--- config.mk ---
export PLATFORM = sky130hd
export DESIGN_NAME = debug_loader
export DESIGN_NICKNAME = d
export VERILOG_FILES = /design/src/rtl/debug_pkg.sv /design/src/rtl/debug_loader_word_assembler.sv /design/src/rtl/debug_loader.sv
export SDC_FILE = /design/constraint.sdc
export NUM_CORES = 1
export LEC_CHECK = 0
export ABC_CLOCK_PERIOD_IN_PS = 3220
export CORE_MARGIN = 2
export CORE_UTILIZATION = 50
export CTS_CLUSTER_SIZE = 10
export DETAILED_ROUTE_END_ITERATION = 7
export GPL_ROUTABILITY_DRIVEN = 0
export HOLD_SLACK_MARGIN = 0.06
export PLACE_DENSITY = 0.79
export RECOVER_POWER = 25
export SLEW_MARGIN = 20
export SYNTH_ARGS = -nofsm -noshare
export SYNTH_HDL_FRONTEND = slang
export SYNTH_HIERARCHICAL = 1
export SYNTH_SLANG_ARGS = --single-unit
--- constraint.sdc ---
create_clock -name clock -period 3.22 [get_ports clock]
set_input_delay 0.644 -clock clock [delete_from_list [all_inputs] [get_ports clock]]
set_output_delay 0.644 -clock clock [all_outputs]
set_load 0.03 [all_outputs]
--- src/rtl/debug_pkg.sv ---
// Shared constants for the debug loader: host command codes, reply bytes and FSM states.
package debug_pkg;

    localparam int          DBG_NB_DATA  = 8;
    localparam int          DBG_NB_WORD  = 32;
    localparam int          DBG_NB_ADDR  = 8;
    localparam logic [7:0]  DBG_ACK_BYTE = 8'hAA;
    localparam logic [7:0]  DBG_NAK_BYTE = 8'h55;

    localparam logic [7:0]  CMD_LOAD = 8'h01;
    localparam logic [7:0]  CMD_RUN  = 8'h02;
    localparam logic [7:0]  CMD_STEP = 8'h03;
    localparam logic [7:0]  CMD_HALT = 8'h04;

    typedef enum logic [2:0] {
        ST_IDLE     = 3'd0,
        ST_GET_CNT  = 3'd1,
        ST_GET_BYTE = 3'd2,
        ST_WRITE    = 3'd3,
        ST_STEP     = 3'd4,
        ST_SEND     = 3'd5,
        ST_WAIT_TX  = 3'd6
    } state_e;

endpackage

--- src/rtl/debug_loader_word_assembler.sv ---
// Packs successive bytes little-endian into one instruction word; word_done_o flags the last byte.
module word_assembler #(
    parameter int NB_DATA = 8,
    parameter int NB_WORD = 32
) (
    input  logic               clock,
    input  logic               reset,
    input  logic               clear_i,
    input  logic               byte_valid_i,
    input  logic [NB_DATA-1:0] byte_i,
    output logic [NB_WORD-1:0] word_o,
    output logic               word_done_o
);

    localparam int                NB_IDX   = $clog2(NB_WORD / NB_DATA);
    localparam logic [NB_IDX-1:0] LAST_IDX = NB_IDX'(NB_WORD / NB_DATA - 1);

    logic [NB_IDX-1:0]  idx_q,  idx_d;
    logic [NB_WORD-1:0] word_q, word_d;

    // Byte placement and index advance; clear restarts a word from lane 0.
    always_comb begin
        idx_d  = idx_q;
        word_d = word_q;
        if (clear_i) begin
            idx_d  = '0;
            word_d = '0;
        end else if (byte_valid_i) begin
            word_d[idx_q*NB_DATA +: NB_DATA] = byte_i;
            idx_d = idx_q + NB_IDX'(1);
        end else begin
            idx_d  = idx_q;
            word_d = word_q;
        end
    end

    // Assembly state registers.
    always_ff @(posedge clock or posedge reset) begin
        if (reset) begin
            idx_q  <= '0;
            word_q <= '0;
        end else begin
            idx_q  <= idx_d;
            word_q <= word_d;
        end
    end

    assign word_o      = word_q;
    assign word_done_o = byte_valid_i && (idx_q == LAST_IDX);

endmodule

--- src/rtl/debug_loader.sv ---
// Host command decoder and instruction-memory loader between the UART rx and tx paths.
module debug_loader
    import debug_pkg::*;
#(
    parameter int               NB_DATA  = DBG_NB_DATA,
    parameter int               NB_WORD  = DBG_NB_WORD,
    parameter int               NB_ADDR  = DBG_NB_ADDR,
    parameter logic [NB_DATA-1:0] ACK_BYTE = DBG_ACK_BYTE,
    parameter logic [NB_DATA-1:0] NAK_BYTE = DBG_NAK_BYTE
) (
    input  logic               clock,
    input  logic               reset,
    input  logic               rx_empty_i,
    input  logic [NB_DATA-1:0] rx_data_i,
    output logic               rx_rd_o,
    output logic [NB_DATA-1:0] tx_data_o,
    output logic               tx_start_o,
    input  logic               tx_done_i,
    output logic               imem_wr_en_o,
    output logic [NB_ADDR-1:0] imem_addr_o,
    output logic [NB_WORD-1:0] imem_data_o,
    output logic               cpu_run_o,
    output logic               cpu_step_o,
    output logic               busy_o
);

    // One extra bit so a count byte of zero can stand for 2^NB_DATA words.
    localparam int NB_CNT = NB_DATA + 1;

    state_e             state_q, state_d;
    logic               run_q,   run_d;
    logic [NB_DATA-1:0] reply_q, reply_d;
    logic [NB_CNT-1:0]  cnt_q,   cnt_d;
    logic [NB_ADDR-1:0] addr_q,  addr_d;

    logic               rx_rd_s;
    logic               byte_valid_s;
    logic               asm_clear_s;
    logic               wr_en_s;
    logic               step_s;
    logic               tx_start_s;
    logic               word_done_s;
    logic [NB_WORD-1:0] word_s;

    word_assembler #(
        .NB_DATA (NB_DATA),
        .NB_WORD (NB_WORD)
    ) u_word_assembler (
        .clock        (clock),
        .reset        (reset),
        .clear_i      (asm_clear_s),
        .byte_valid_i (byte_valid_s),
        .byte_i       (rx_data_i),
        .word_o       (word_s),
        .word_done_o  (word_done_s)
    );

    // Next-state, datapath updates and strobes for the command FSM.
    always_comb begin
        state_d      = state_q;
        run_d        = run_q;
        reply_d      = reply_q;
        cnt_d        = cnt_q;
        addr_d       = addr_q;
        rx_rd_s      = 1'b0;
        byte_valid_s = 1'b0;
        asm_clear_s  = 1'b0;
        wr_en_s      = 1'b0;
        step_s       = 1'b0;
        tx_start_s   = 1'b0;
        case (state_q)
            ST_IDLE: begin
                if (!rx_empty_i) begin
                    rx_rd_s = 1'b1;
                    case (rx_data_i)
                        NB_DATA'(CMD_LOAD): begin
                            run_d   = 1'b0;
                            state_d = ST_GET_CNT;
                        end
                        NB_DATA'(CMD_RUN): begin
                            run_d   = 1'b1;
                            reply_d = ACK_BYTE;
                            state_d = ST_SEND;
                        end
                        NB_DATA'(CMD_HALT): begin
                            run_d   = 1'b0;
                            reply_d = ACK_BYTE;
                            state_d = ST_SEND;
                        end
                        NB_DATA'(CMD_STEP): begin
                            if (run_q) begin
                                reply_d = NAK_BYTE;
                                state_d = ST_SEND;
                            end else begin
                                state_d = ST_STEP;
                            end
                        end
                        default: begin
                            reply_d = NAK_BYTE;
                            state_d = ST_SEND;
                        end
                    endcase
                end else begin
                    state_d = ST_IDLE;
                end
            end
            ST_GET_CNT: begin
                if (!rx_empty_i) begin
                    rx_rd_s     = 1'b1;
                    asm_clear_s = 1'b1;
                    addr_d      = '0;
                    cnt_d       = (rx_data_i == '0) ? {1'b1, {NB_DATA{1'b0}}} : {1'b0, rx_data_i};
                    state_d     = ST_GET_BYTE;
                end else begin
                    state_d = ST_GET_CNT;
                end
            end
            ST_GET_BYTE: begin
                if (!rx_empty_i) begin
                    rx_rd_s      = 1'b1;
                    byte_valid_s = 1'b1;
                    state_d      = word_done_s ? ST_WRITE : ST_GET_BYTE;
                end else begin
                    state_d = ST_GET_BYTE;
                end
            end
            ST_WRITE: begin
                wr_en_s = 1'b1;
                addr_d  = addr_q + NB_ADDR'(1);
                cnt_d   = cnt_q - NB_CNT'(1);
                if (cnt_q == NB_CNT'(1)) begin
                    reply_d = ACK_BYTE;
                    state_d = ST_SEND;
                end else begin
                    state_d = ST_GET_BYTE;
                end
            end
            ST_STEP: begin
                step_s  = 1'b1;
                reply_d = ACK_BYTE;
                state_d = ST_SEND;
            end
            ST_SEND: begin
                tx_start_s = 1'b1;
                state_d    = ST_WAIT_TX;
            end
            ST_WAIT_TX: begin
                if (tx_done_i) begin
                    state_d = ST_IDLE;
                end else begin
                    state_d = ST_WAIT_TX;
                end
            end
            default: begin
                state_d = ST_IDLE;
            end
        endcase
    end

    // FSM and datapath registers.
    always_ff @(posedge clock or posedge reset) begin
        if (reset) begin
            state_q <= ST_IDLE;
            run_q   <= 1'b0;
            reply_q <= '0;
            cnt_q   <= '0;
            addr_q  <= '0;
        end else begin
            state_q <= state_d;
            run_q   <= run_d;
            reply_q <= reply_d;
            cnt_q   <= cnt_d;
            addr_q  <= addr_d;
        end
    end

    assign rx_rd_o      = rx_rd_s;
    assign tx_data_o    = reply_q;
    assign tx_start_o   = tx_start_s;
    assign imem_wr_en_o = wr_en_s;
    assign imem_addr_o  = addr_q;
    assign imem_data_o  = word_s;
    assign cpu_run_o    = run_q;
    assign cpu_step_o   = step_s;
    assign busy_o       = (state_q != ST_IDLE);

endmodule

==> out/qor.csv <==
stage;metric;value;unit
status;status;finished, violations left;
synth;Post-Synthesis Cells;283;
timing;Slew Viols, Final;30;
final_layout;leading cell type in the layout, fill and taps excluded;clkdlybuf4s50_1;
clock_tree;clock slew at reported path FFs;60;ps
timing;final setup margin;404;ps
setup_path;crit-path max FO;8;
synth;top cells by area, synth;dfrtp_1, a32o_1, o32ai_2, ha_1, inv_1;
synth;largest family of logic cells by synthesized area;compound AO/OA/AOI/OAI gates;
setup_path;crit path capture type;output port;
timing;fmax;0.355;GHz
grt;All-Layer GR Usage;24.2;%
timing;# setup viols final;0;
clock_tree;Clk Latency, worst-skew pair;330;ps
synth;Yosys reg bits;57;
synth;yosys warns;6;
final_layout;Filler Cells Inserted;473;
power;P per Cell Area;917;nW/um^2
detailed_routing;final antenna-violating net count;0;
grt;largest net degree at the start of global routing;30;
timing;post-route clock period utilization;87.5;%
detailed_routing;Routed WL;7650;um
placed_design;Detailed Place HPWL;5150;um
power;Gate power share;49.8;%
final_layout;nets;367;
clock_tree;Root Driver;clkbuf_8;
synth;Post-synth ARST share;100;%
synth;Post-synth EDFFs;0;
timing;unrepaired setup endpoints after global routing;false;
setup_path;Setup CP Type;in2out;
floorplanning;Die Footprint;6800;sq um
synth;Post-Synth Simple-Gate Area;15.9;%
synth;complex-gate fraction of the synthesized area;23.6;%
floorplanning;IO Pins;66;
final_layout;layout overhead on the synthesized area;27.3;%
worst_hold_path;Worst Hold Class;reg2reg;
synth;post-synthesis mux area share;2.16;%
floorplanning;die height;82.4;um
power;Pleak;0.00166;uW
grt;vias in the first global route;2420;
synth;post-synthesis cell area;3080;sq um
synth;Post-Synth XOR/XNOR Area;0.854;%
clock_tree;clock sinks;57;
clock_tree;CTS Buffer Depth;2;
floorplanning;die width;82.4;um
synth;post-synthesis average cell area;10.9;sq um
clock_tree;CTS tree;yes;
detailed_routing;first-pass iteration count of the detailed router;5;
synth;area leader, netlist;dfrtp_1;
timing;crit path time final;2820;ps
floorplanning;Initial Utilization;52.0;%
power;Psw;1580;uW
final_layout;ANT cells;0;
power;clock power share;16.4;%
clock_tree;cts hold-fix bufs;0;
synth;top_reg_cell synth;dfrtp_1;
synth;sequential fraction of the synthesis area;46.4;%
timing;worst slew pin tran;1530;ps
detailed_routing;DRT iter0 DRCs;210;
grt;overflow left after global routing;0;
run;maxcap violations;1;
synth;Synthesized Nets;303;
synth;Synth top area share;46.4;%
setup_path;nature of the critical path startpoint;input port;
status;failing checks;capacitance limit, slew limit;
clock_tree;# Post-CTS Setup Buffers;0;
timing;Slew headroom;-1.80;%
grt;initial antenna violation count;0;
detailed_routing;average wire per standard cell;17.9;um
timing;Fin. Hold Viols;0;
placed_design;Post-Place Setup Slack;410;ps
synth;Unique masters post-synth;63;
synth;Synth Area in Adders;3.25;%
timing;skew final;6.29;ps
timing;hold_ws;478;ps
placed_design;I/O Buffers;65;
power;switch share;44.1;%
floorplanning;core area;5920;sq um
power;Int Pwr;2010;uW
power;Seq pwr share;33.8;%
clock_tree;CTS HTree Levels;3;
power;worst vdd ir;0.000470;V
detailed_routing;vias per cell;6.04;
timing;total negative setup slack;0;ps
detailed_routing;# DRC;0;
grt;first-pass GRT wire length;12200;um
floorplanning;row cnt;28;
setup_path;critical path data required time;2580;ps
clock_tree;Inserted Clock Buffers;9;
final_layout;most frequent cells in the layout;clkdlybuf4s50_1, dfrtp_1, a32o_1, inv_1, nand2_1;
detailed_routing;vias after detailed routing;2578;
clock_tree;Resized cells post-CTS;0;
final_layout;share of cells above drive strength 1;14.5;%
setup_path;WP data arrival;2170;ps
## flip-flops by register name, summed over array words and instances (netlist names)
name / flops
u_word_assembler/word_o: 32
cnt_q: 9
imem_addr_o: 8
state_q: 3
tx_data_o: 2
u_word_assembler/idx_q: 2
cpu_run_o: 1
## cells in the mapped netlist (2+ instances only)
| master | number |
|---|---|
| dfrtp_1 | 57 |
| a32o_1 | 24 |
| inv_1 | 20 |
| nand2_1 | 17 |
| nor2_1 | 16 |
| o21ai_0 | 13 |
| a21oi_1 | 10 |
| nor2b_1 | 10 |
| ha_1 | 8 |
| o32ai_2 | 8 |
| buf_4 | 7 |
| buf_6 | 5 |
| nor3_1 | 5 |
| a221o_1 | 4 |
| mux2i_1 | 4 |
| nand3_1 | 4 |
| a211oi_1 | 3 |
| a31oi_1 | 3 |
| buf_2 | 3 |
| clkbuf_1 | 3 |
| clkbuf_2 | 3 |
| nand2b_1 | 3 |
| or4_4 | 3 |
| a21boi_1 | 2 |
| a22oi_1 | 2 |
| and2_2 | 2 |
| and3_1 | 2 |
| buf_1 | 2 |
| nand3b_1 | 2 |
| nand4_1 | 2 |
| nor4_1 | 2 |
| nor4b_1 | 2 |
| xnor2_1 | 2 |
## critical path, stage by stage
cell and delay, ps:
clkdlybuf4s50_1 540, a211oi_1 270, clkdlybuf4s50_1 720
## cells by family (layout without fill, tap and decap cells)
logic type	Yosys count	count (layout)
adders and majority gates	8	8
xor gates and xnor gates	3	3
muxes	6	6
AOI/OAI and AO/OA	83	83
DFF	57	57
and+or+nand+nor	81	81
buffers and inverters	45	114
## power by group through the flow
| stage | sequential (uW) | combinational, uW | clock (uW) |
|---|---|---|---|
| 2_1_floorplan | 1440 | 994 | 0 |
| 3_3_place_gp | 1210 | 1740 | 0 |
| 3_5_place_dp | 1210 | 1780 | 0 |
| 4_1_cts | 1210 | 1790 | 600 |
| 5_1_grt | 1250 | 1920 | 634 |
| 6_report | 1210 | 1790 | 587 |
## final timing paths
| kind | from | to | slack (ps) | cells past startpoint |
|---|---|---|---|---|
| max | rx_empty_i | rx_rd_o | 400 | 3 |
| min | imem_addr_o[7] | imem_addr_o[7] | 480 | 1 |
| max reg2reg | state_q[0] | u_word_assembler/word_o[21] | 1080 | 4 |
| min reg2reg | imem_addr_o[7] | imem_addr_o[7] | 480 | 1 |
| max in group asynchronous | reset | u_word_assembler/word_o[15] | 830 | 3 |
| min in group asynchronous | reset | u_word_assembler/word_o[6] | 700 | 2 |
## per-layer routing
metal / vias to the layer above / routed length, um / GRT usage [%]
li1: 1182 / - / -
met1: 1276 / 3370 / 34.5
met4: 0 / 117 / 9.33
met5: - / 0 / 0
met2: 108 / 3680 / 36.5
met3: 12 / 479 / 4.78
## through the flow
step           power, uW  area [sq um]  utilization [%]  cells
3_3_place_gp        2950          3750             63.3    411
3_5_place_dp        2990          3750             63.3    411
2_1_floorplan       2430          3080                -    283
5_1_grt             3810          3920             66.1    427
4_1_cts             3600          3920             66.2    427
6_report            3590          3920             66.1    427
## cell type report
class / count / area, sq um / area share [%]
clock inverter: 3 / 15.0 / 0.383
sequential: 57 / 1430 / 36.4
tap: 75 / 93.8 / 2.40
multi-input combinational: 181 / 1410 / 35.9
timing repair buffer: 76 / 729 / 18.6
inverter: 22 / 85.1 / 2.17
clock buffer: 13 / 159 / 4.06
No activity file was read; power rests on OpenSTA's default activity.
